**src/rtl/pc_gen_unit.sv**
```systemverilog
// Fetch-PC generator: BOOT/RUN/HALT control, prioritised next-PC select and misalignment flag.
// Optional return-address stack is enabled by defining PC_RAS_EN.
module pc_gen_unit #(
    parameter int              XLEN         = 32,
    parameter logic [XLEN-1:0] RESET_VECTOR = '0,
    parameter logic [XLEN-1:0] TRAP_VECTOR  = 'h100,
    parameter int              ALIGN_BITS   = 2,
    parameter int              RAS_DEPTH    = 4
) (
    input  logic            clk,
    input  logic            reset,
    input  logic            stall_i,
    input  logic            fetch_ready_i,
    input  logic            redirect_valid_i,
    input  logic [XLEN-1:0] redirect_pc_i,
    input  logic            trap_i,
    input  logic            halt_i,
    input  logic            is_call_i,
    input  logic            is_ret_i,
    output logic [XLEN-1:0] pc_o,
    output logic            pc_valid_o,
    output logic [XLEN-1:0] pc_inc_o,
    output logic            misalign_o,
    output logic            halted_o
);

    typedef enum logic [1:0] {BOOT, RUN, HALT} state_t;

    localparam logic [XLEN-1:0] ALIGN_MASK = {{(XLEN-ALIGN_BITS){1'b0}}, {ALIGN_BITS{1'b1}}};
    localparam logic [XLEN-1:0] INC        = XLEN'(1) << ALIGN_BITS;

    state_t          state_q, state_d;
    logic [XLEN-1:0] pc_q, pc_d;
    logic            misalign_q, misalign_d;
    logic            advance;
    logic            seq_ok;
    logic            ret_hit;
    logic [XLEN-1:0] ras_top;

    assign advance    = (state_q == RUN) & fetch_ready_i & ~stall_i;
    // RAS activity only when neither trap nor redirect claims the edge.
    assign seq_ok     = advance & ~trap_i & ~redirect_valid_i;
    assign pc_o       = pc_q;
    assign pc_inc_o   = pc_q + INC;
    assign pc_valid_o = (state_q == RUN);
    assign halted_o   = (state_q == HALT);
    assign misalign_o = misalign_q;

`ifdef PC_RAS_EN
    localparam int PTR_W = $clog2(RAS_DEPTH);
    localparam int CNT_W = PTR_W + 1;

    logic [XLEN-1:0]  ras_q [RAS_DEPTH];
    logic [XLEN-1:0]  ras_d [RAS_DEPTH];
    logic [PTR_W-1:0] sp_q, sp_d, sp_dec;
    logic [CNT_W-1:0] cnt_q, cnt_d;
    logic             do_pop, do_push;

    assign sp_dec  = sp_q - PTR_W'(1);
    assign ras_top = ras_q[sp_dec];
    assign ret_hit = is_ret_i & (cnt_q != '0);
    assign do_pop  = seq_ok & ret_hit;
    assign do_push = seq_ok & is_call_i;

    always_comb begin
        ras_d = ras_q;
        sp_d  = sp_q;
        cnt_d = cnt_q;
        if (state_q != BOOT && trap_i) begin
            sp_d  = '0;
            cnt_d = '0;
        end else if (do_pop && do_push) begin
            ras_d[sp_dec] = pc_inc_o;
        end else if (do_pop) begin
            sp_d  = sp_dec;
            cnt_d = cnt_q - CNT_W'(1);
        end else if (do_push) begin
            // Circular buffer: a push when full silently overwrites the oldest entry.
            ras_d[sp_q] = pc_inc_o;
            sp_d        = sp_q + PTR_W'(1);
            if (cnt_q != CNT_W'(RAS_DEPTH)) cnt_d = cnt_q + CNT_W'(1);
        end
    end

    always_ff @(posedge clk or posedge reset) begin
        if (reset) begin
            for (int i = 0; i < RAS_DEPTH; i++) ras_q[i] <= '0;
            sp_q  <= '0;
            cnt_q <= '0;
        end else begin
            ras_q <= ras_d;
            sp_q  <= sp_d;
            cnt_q <= cnt_d;
        end
    end
`else
    logic unused_ras_inputs;
    assign unused_ras_inputs = is_call_i ^ is_ret_i;
    assign ret_hit           = 1'b0;
    assign ras_top           = '0;
`endif

    always_comb begin
        state_d    = state_q;
        pc_d       = pc_q;
        misalign_d = 1'b0;
        case (state_q)
            BOOT: state_d = RUN;
            RUN, HALT: begin
                if (trap_i) begin
                    pc_d    = TRAP_VECTOR & ~ALIGN_MASK;
                    state_d = RUN;
                end else if (redirect_valid_i) begin
                    pc_d       = redirect_pc_i & ~ALIGN_MASK;
                    misalign_d = |(redirect_pc_i & ALIGN_MASK);
                    state_d    = RUN;
                end else begin
                    if (state_q == RUN && halt_i) state_d = HALT;
                    if (advance) pc_d = ret_hit ? (ras_top & ~ALIGN_MASK) : pc_inc_o;
                end
            end
            default: state_d = BOOT;
        endcase
    end

    always_ff @(posedge clk or posedge reset) begin
        if (reset) begin
            state_q    <= BOOT;
            pc_q       <= RESET_VECTOR & ~ALIGN_MASK;
            misalign_q <= 1'b0;
        end else begin
            state_q    <= state_d;
            pc_q       <= pc_d;
            misalign_q <= misalign_d;
        end
    end

endmodule

```
**config.mk**
```make
export PLATFORM = sky130hd
export DESIGN_NAME = pc_gen_unit
export DESIGN_NICKNAME = d
export VERILOG_FILES = /design/src/rtl/pc_gen_unit.sv
export SDC_FILE = /design/constraint.sdc
export NUM_CORES = 1
export LEC_CHECK = 0
export CAP_MARGIN = 20
export CORE_MARGIN = 10
export CORE_UTILIZATION = 25
export DETAILED_ROUTE_END_ITERATION = 7
export SLEW_MARGIN = 20
export SYNTH_ARGS = -nofsm -noshare
export SYNTH_HDL_FRONTEND = slang
export SYNTH_SLANG_ARGS = --single-unit
```
**constraint.sdc**
```tcl
create_clock -name clk -period 3.2 [get_ports clk]
set_clock_uncertainty 0.15 [all_clocks]
set_input_delay 0.64 -clock clk [delete_from_list [all_inputs] [get_ports clk]]
set_output_delay 0.64 -clock clk [all_outputs]
set_load 0.01 [all_outputs]
```
# Yosys cells after proc, flatten, opt, wreduce, memory -nomap -nowiden
# Index checks and enable logic that the tools add are counted.
classes:
  eq_ne: 3
  muxes: 10
  n_bitwise: 3
  n_reduce_logical: 6
  add_sub_neg: 1
ops:
  columns: ["cell", "count"]
  rows:
  - ["32-bit 2-to-1 mux", 3]
  - ["32-bit by 3-bit adder with 32-bit output, second input constant", 1]
  - ["2-bit 2-to-1 mux", 3]
  - ["4-bit inequality test, second input constant", 1]
  - ["2-bit one-hot mux with 2 select lines", 1]
  - ["2-bit OR reduction", 2]
  - ["1-bit 2-to-1 mux", 3]
  - ["3-bit nonzero test", 1]
  - ["1-bit AND", 2]
  - ["2-bit by 1-bit == test with 1-bit output, second input constant", 1]
  - ["2-bit == test, second input constant", 1]
  - ["2-bit logical NOT", 1]
  - ["2-bit AND reduction", 1]
  - ["1-bit logical AND", 1]
  - ["1-bit NOT", 1]
totals:
  reg_bits: 35
  out_inout_bits: 67
  word_cells: 26
  inputBits: 41

# Depth between registers and ports, before layout
depth:
  word_depth: 6
  ltp_mapped: 8
  depth_no_buf: 7

# Worst setup path before layout
# OpenSTA, ideal clock, no wires.
synth_timing:
  path_kind: "register to output"
  startpoint: "reg pc_q[2] (netlist: pc_o[2])"
  endpoint: "out pc_inc_o[18]"
  stages_incl_launch_ff: 6
  n_path_buf: 0
  slack_ps: 696
  arrival_ps: 1714
  required_ps: 2410
  cell_sequence: "dfrtp_1 ha_1 nand3_2 nor3_4 and3_1 xor2_1"
synth_between:
  elab_chain_cells: 1
synth_lines:
  columns: ["item", "line_no", "source"]
  rows:
  - ["start, declared", "33", "logic [XLEN-1:0] pc_q, pc_d;"]
  - ["start signal, assigned", "129", "pc_q <= RESET_VECTOR & ~ALIGN_MASK;"]
  - ["start signal, assigned", "133", "pc_q <= pc_d;"]
  - ["32-bit by 3-bit adder with 32-bit output", "44", "assign pc_inc_o = pc_q + INC;"]
  - ["end, declared", "22", "output logic [XLEN-1:0] pc_inc_o,"]
# Every way passes these cells.

# Worst setup path after layout
layout_timing:
  startpoint: "reg pc_q[2] (netlist: pc_o[2])"
  endpoint: "out pc_inc_o[17]"
# Same word-level chain as after synthesis.

==> impl_metrics.toml <==
[power]
power_mw = 2.66
leakage_nw = 1.74
power.switching_mw = 1.12
pwr-share-clk_pct = 12.1
switching_share_pct = 42.3
intPower_mw = 1.54
powerDensity_nw_per_um2 = 659
vdd_drop_max_mv = 0.346
comb_power_share_pct = 58.0
pwr-share-seq_pct = 29.9

[global_routing]
grt_pass1_wl_um = 15000
grtUsageTotal_pct = 12.4
grt_max_degree = 34
overflow = 0
grt_pass1_vias = 2809
antenna_found_initial = 0

[worst_setup_path]
ff2ff_setup_slack_ps = 740
crit_fanout = 9
reg2reg_depth = 8
r2r_end = "pc_o[26]"
crit_type = "register to primary output"
r2r_start = "state_q[0]"
arrival_ps = 2320
cp-start-kind = "register"
cp-end-kind = "primary output"
worstPathRequired_ps = 2410

[synthesis]
yosysUniqueCellTypes = 53
synth_top_area_share_pct = 31.9
synthTopCellsByArea = "dfrtp_1 (32%), xnor2_1 (6.8%), o21ai_0 (5.6%), nand2_1 (4.2%), mux2i_1 (2.7%)"
synth_top_cell_by_area = "dfrtp_1"
ys_seq_elements = 33
ys.flop_type = "dfrtp_1"
synth_edf_count = 0
syn-mean-instance-area_um2 = 8.81
syn-instance-count = 294
seq_area_frac_synth_pct = 31.9
syn_area_um2 = 2590
async_reset_ff_share_pct = 100
yosysWarnings = 0

[clock_tree]
cts_sinks = 33
root_buffer = "clkbuf_8"
cts_tree = "built"
clk_latency_ps = 280
clock_path_buffers = 2
clkSlewWorstSetupHoldPaths_ps = 80
cts-buffers-inserted = 5
ctsHtreeMaxLevel = 2

[floorplan]
dieArea_um2 = 14800
std_cell_rows = 37
coreArea_um2 = 10200
die_h_um = 122
start_util_pct = 25.3
die_w_um = 122
io_pins = 108

[sta]
min_period_ps = 3110
setup_violations = 0
hold_viol = 0
fmax_mhz = 322
slew_headroom_pct = 54.6
fin_setup_tns_ps = 0
rsz0062_at_grt = "false"
report.final.slew_viol_count = 0
period_share_pct = 97.1
tightest_slew_ps = 680

[route]
dr.first_iter.drc_count = 133
ant_nets = 0
drc = 0
vias_per_cell = 4.86
wl_per_cell_um = 17.5
wirelength_um = 9680
num_vias = 2685
firstDrtPassIters = 7

[final_layout]
fin_nets = 461
area.growth.synth_to_final_pct = 55.9
drive_gt1_share_pct = 18.8
n_antenna_cell = 0
nFillCells = 1020

[flow_run]
cap_violations = 0

[placement]
finalWeightedCongestion = 0.862
port-buffer-count = 101
hpwl_um = 7440

[hold_path]
min_delay_worst_endpoint = "pc_o[13]"
hold_start = "pc_o[13]"
hp-class = "register to register"
hold_depth = 2

[outcome]
status = "finished, final reports clean"
## cells by family after synthesis
kind of cell	share of synthesized area, %
adder cells (fa/ha/maj)	2.42
flip-flops	31.9
XOR/XNOR	9.47
multiplexers	2.71
AND/OR/NAND/NOR	27.6
buffers and inverters	6.86
other	0.145
AO/OA/AOI/OAI	18.9
## worst max-delay path by stage
stage,start,end,slack [ps],cells after the start
global route,pc_o[11],pc_inc_o[24],3,6
floorplan,pc_o[2],pc_inc_o[18],700,5
CTS,pc_o[2],pc_inc_o[18],1,6
detailed placement,pc_o[7],pc_inc_o[28],200,5
finish,pc_o[2],pc_inc_o[17],90,7
global placement,pc_o[7],pc_inc_o[28],200,5
## through the flow
step	util (%)	hold WS (ps)	std cells	setup slack, ps	instance area (um2)
2_1_floorplan	-	420	297	696	2600
3_3_place_gp	37.5	403	538	205	3830
3_5_place_dp	37.5	432	538	203	3830
4_1_cts	38.8	443	550	1.49	3970
5_1_grt	39.5	461	552	3.47	4040
6_report	39.5	436	552	91.7	4040
## synthesized netlist by cell type, types with 3 or more instances
master    count
a31oi_1       6
mux2i_1       7
a22oi_1       6
inv_1        12
o311ai_0      4
nor2_1       18
a221o_1       3
and2_1        3
clkbuf_1      9
nand4_2       4
buf_6         3
ha_1          5
nand2_1      29
o21ai_0      29
nor2b_1       3
nor3b_1       4
xor2_1        8
nor4_1        5
nand3_1       9
dfrtp_1      33
nand4_1       4
and3_1        6
buf_4         5
xnor2_1      20
nor3_1        7
a21oi_1      12
## final cells by class
class / instances / area (um2) / area share [%]
Timing Repair Buffer: 130 / 1250 / 30.9
Sequential cell: 33 / 841 / 20.8
Tap cell: 136 / 170 / 4.21
Clock inverter: 2 / 10.0 / 0.248
Inverter: 12 / 45.0 / 1.12
Multi-Input combinational cell: 233 / 1650 / 40.9
Clock buffer: 6 / 72.6 / 1.80
## registers in the layout (all words and copies together), names as in the netlist
| signal | cells |
|---|---|
| pc_o | 30 |
| state_q | 2 |
| misalign_o | 1 |
## timing repair
action | 4_1_cts | 5_1_grt
pin swaps | 3 | 2
hold buffers | 0 | 0
gates resized for setup | 9 | 17
setup buffers | 4 | 2
endpoints found under the setup margin | 13 | 15
## layer usage
layer	track usage [%]	vias to the layer above	part of all wire, %
li1	-	1300	-
met1	14.9	1292	42
met2	21.7	87	50
met3	3.75	6	7.6
met4	2.09	0	0.72
met5	0	-	0
## worst max-delay path: stages, from the launching register on
cell	delay (ps)
dfrtp_1	370
buf_4	150
nand3_4	150
nor4_1	310
buf_4	170
nand2_1	60
xnor2_1	230
clkdlybuf4s50_1	590
## power groups by stage
stage	clock network [mW]	registers (mW)	logic, mW
after floorplan	0	0.814	0.629
after global placement	0	0.776	1.50
after detailed placement	0	0.784	1.53
after CTS	0.329	0.783	1.56
after global routing	0.346	0.822	1.67
final	0.321	0.797	1.54
## layout by cell type, fill, tap and decap left out, drive strengths merged, types with 5 or more instances in the layout
cell type and n:
nor2 18, a22oi 6, dfrtp 33, buf 29, a31oi 6, nand3 12, nor3 9, clkbuf 6
nand2 29, o311ai 6, o21ai 32, xor2 8, nor4 7, clkdlybuf4s50 96, ha 5, inv 12
and3 7, a21oi 12, mux2i 7, nand4 10, xnor2 20
Power figures use the tool's default switching activity.
==> edit, RTL diff (same settings) <==
Re-encode `state_t` (3 states) as one-hot, 3 bits wide.
--- a/src/rtl/pc_gen_unit.sv
+++ b/src/rtl/pc_gen_unit.sv
@@ -24,7 +24,7 @@
     output logic            halted_o
 );
 
-    typedef enum logic [1:0] {BOOT, RUN, HALT} state_t;
+    typedef enum logic [2:0] {BOOT = 3'b001, RUN = 3'b010, HALT = 3'b100} state_t;
 
     localparam logic [XLEN-1:0] ALIGN_MASK = {{(XLEN-ALIGN_BITS){1'b0}}, {ALIGN_BITS{1'b1}}};
     localparam logic [XLEN-1:0] INC        = XLEN'(1) << ALIGN_BITS;
Formal check against the unedited RTL: no difference found for any inputs over 10 cycles, from zero or initial values and one cycle with reset high; not proved beyond that.
==> edit against the unedited design <==
Sequential cell count rose by 1; total power rose by 16%; non-clock buffer count rose by 12; cell area barely moved; count of clock-buffer cells in the layout rose by 1; cell count rose by 3.1%; worst setup slack got worse by 31 ps; die area fell by 2.2%; wire length rose by 0.18%; maximum frequency fell by 0.98%; area after synthesis fell by 2.7%; via count rose by 4.8%; critical path type unchanged; highest routed layer unchanged.
==> edit: results (changes against the unedited design) <==
[run_status]
status = complete, no violations

[logic_synthesis]
synth_area_per_cell_um2 = 8.159  ; -7.4%
synth_commonest_cells = dfrtp_1, nor2_1, nand2_1
synth_top_area_share = 0.3275  ; +0.008703
synth_compound_area_frac = 0.2159  ; +0.02699
synth_xor_area_frac = 0.1007  ; +0.006058
seq_area_frac_synth = 0.3380  ; +0.01912
synth_area_leaders = dfrtp_1, xnor2_1, o21ai_0, nor2_1, a21oi_1
synth.distinct_cells = 51  ; -3.8%
synth_fa_ha_area_frac = 0.004963  ; -0.01919
synth_mux_area_frac = 0.01191  ; -0.01514

[detailed_routing]
viasPerCell = 4.947  ; +1.7%
avgRoutedWirePerCell_um = 17.04  ; -2.8%
wl_met1_um = 4343  ; +6.7%
routed-wl-met3_um = 692  ; -5.7%
routed-wl-met2_um = 4449  ; -7.4%

[global_route]
grt_pass1_vias = 2984  ; +6.2%
grt_use_met1 = 0.1668  ; +0.01744
grt_pass1_wl_um = 15940  ; +6.6%
met2_usage = 0.2144  ; -0.002257

[worst_setup_path]
slowest_delay_ps = 560  ; -30 ps
cp.arrival_ps = 2350  ; +30 ps
r2r-start = state_q[2]$_DFFE_PP0P_

[layout]
fin_nets = 477  ; +3.5%

[power_and_ir_drop]
pwr-share-clk = 0.129  ; +0.008
peakVddDrop_mv = 0.3830  ; +11%
powerDensity_nw_per_um2 = 764.3  ; +16%

[timing]
worstMarginPinSlew_ps = 726.0  ; +46.13 ps

[placement]
dpl_worst_slack_ps = 55.68  ; -147.3 ps
dpl-instance-area_um2 = 3866  ; +0.82%

[clock_network]
post_cts.repair.setup_buffers = 2  ; -2
post_cts_resized = 15  ; +6

[min_path]
min_from = state_q[2]$_DFFE_PP0P_

edit: changes by cell type in the layout (fill, tap and decap cells not counted), moves of 8 or more:
cell / delta
buf_4: +13
dfrtp_1: +11
dfrtp_2: -11
nor2_1: +10
nand4_1: +8
o21ai_0: -8
edit: area by class of cell:
type	count	area (µm²)	area share
multi-input cells	242	1562	0.3870
clock inverters	1	30.03	0.007442
flip-flops and latches	34	853.3	0.2115
clock buffers	7	76.32	0.01891
inverters	10	37.54	0.009302
well taps	133	166.4	0.04124
repair buffers	142	1310	0.3247
edit: worst paths after layout:
kind,endpoint,slack [ps],depth (start not counted)
worst min-delay path,state_q[1]$_DFFE_PP0P_,440,1
worst min register to register,state_q[1]$_DFFE_PP0P_,440,1
max in group asynchronous,state_q[0]$_DFFE_PP1P_,1920,3
worst max-delay path,pc_inc_o[21],60,6
worst max register to register,pc_o[22]$_DFFE_PP0P_,900,5
min in group asynchronous,misalign_o$_DFF_PP0_,610,3
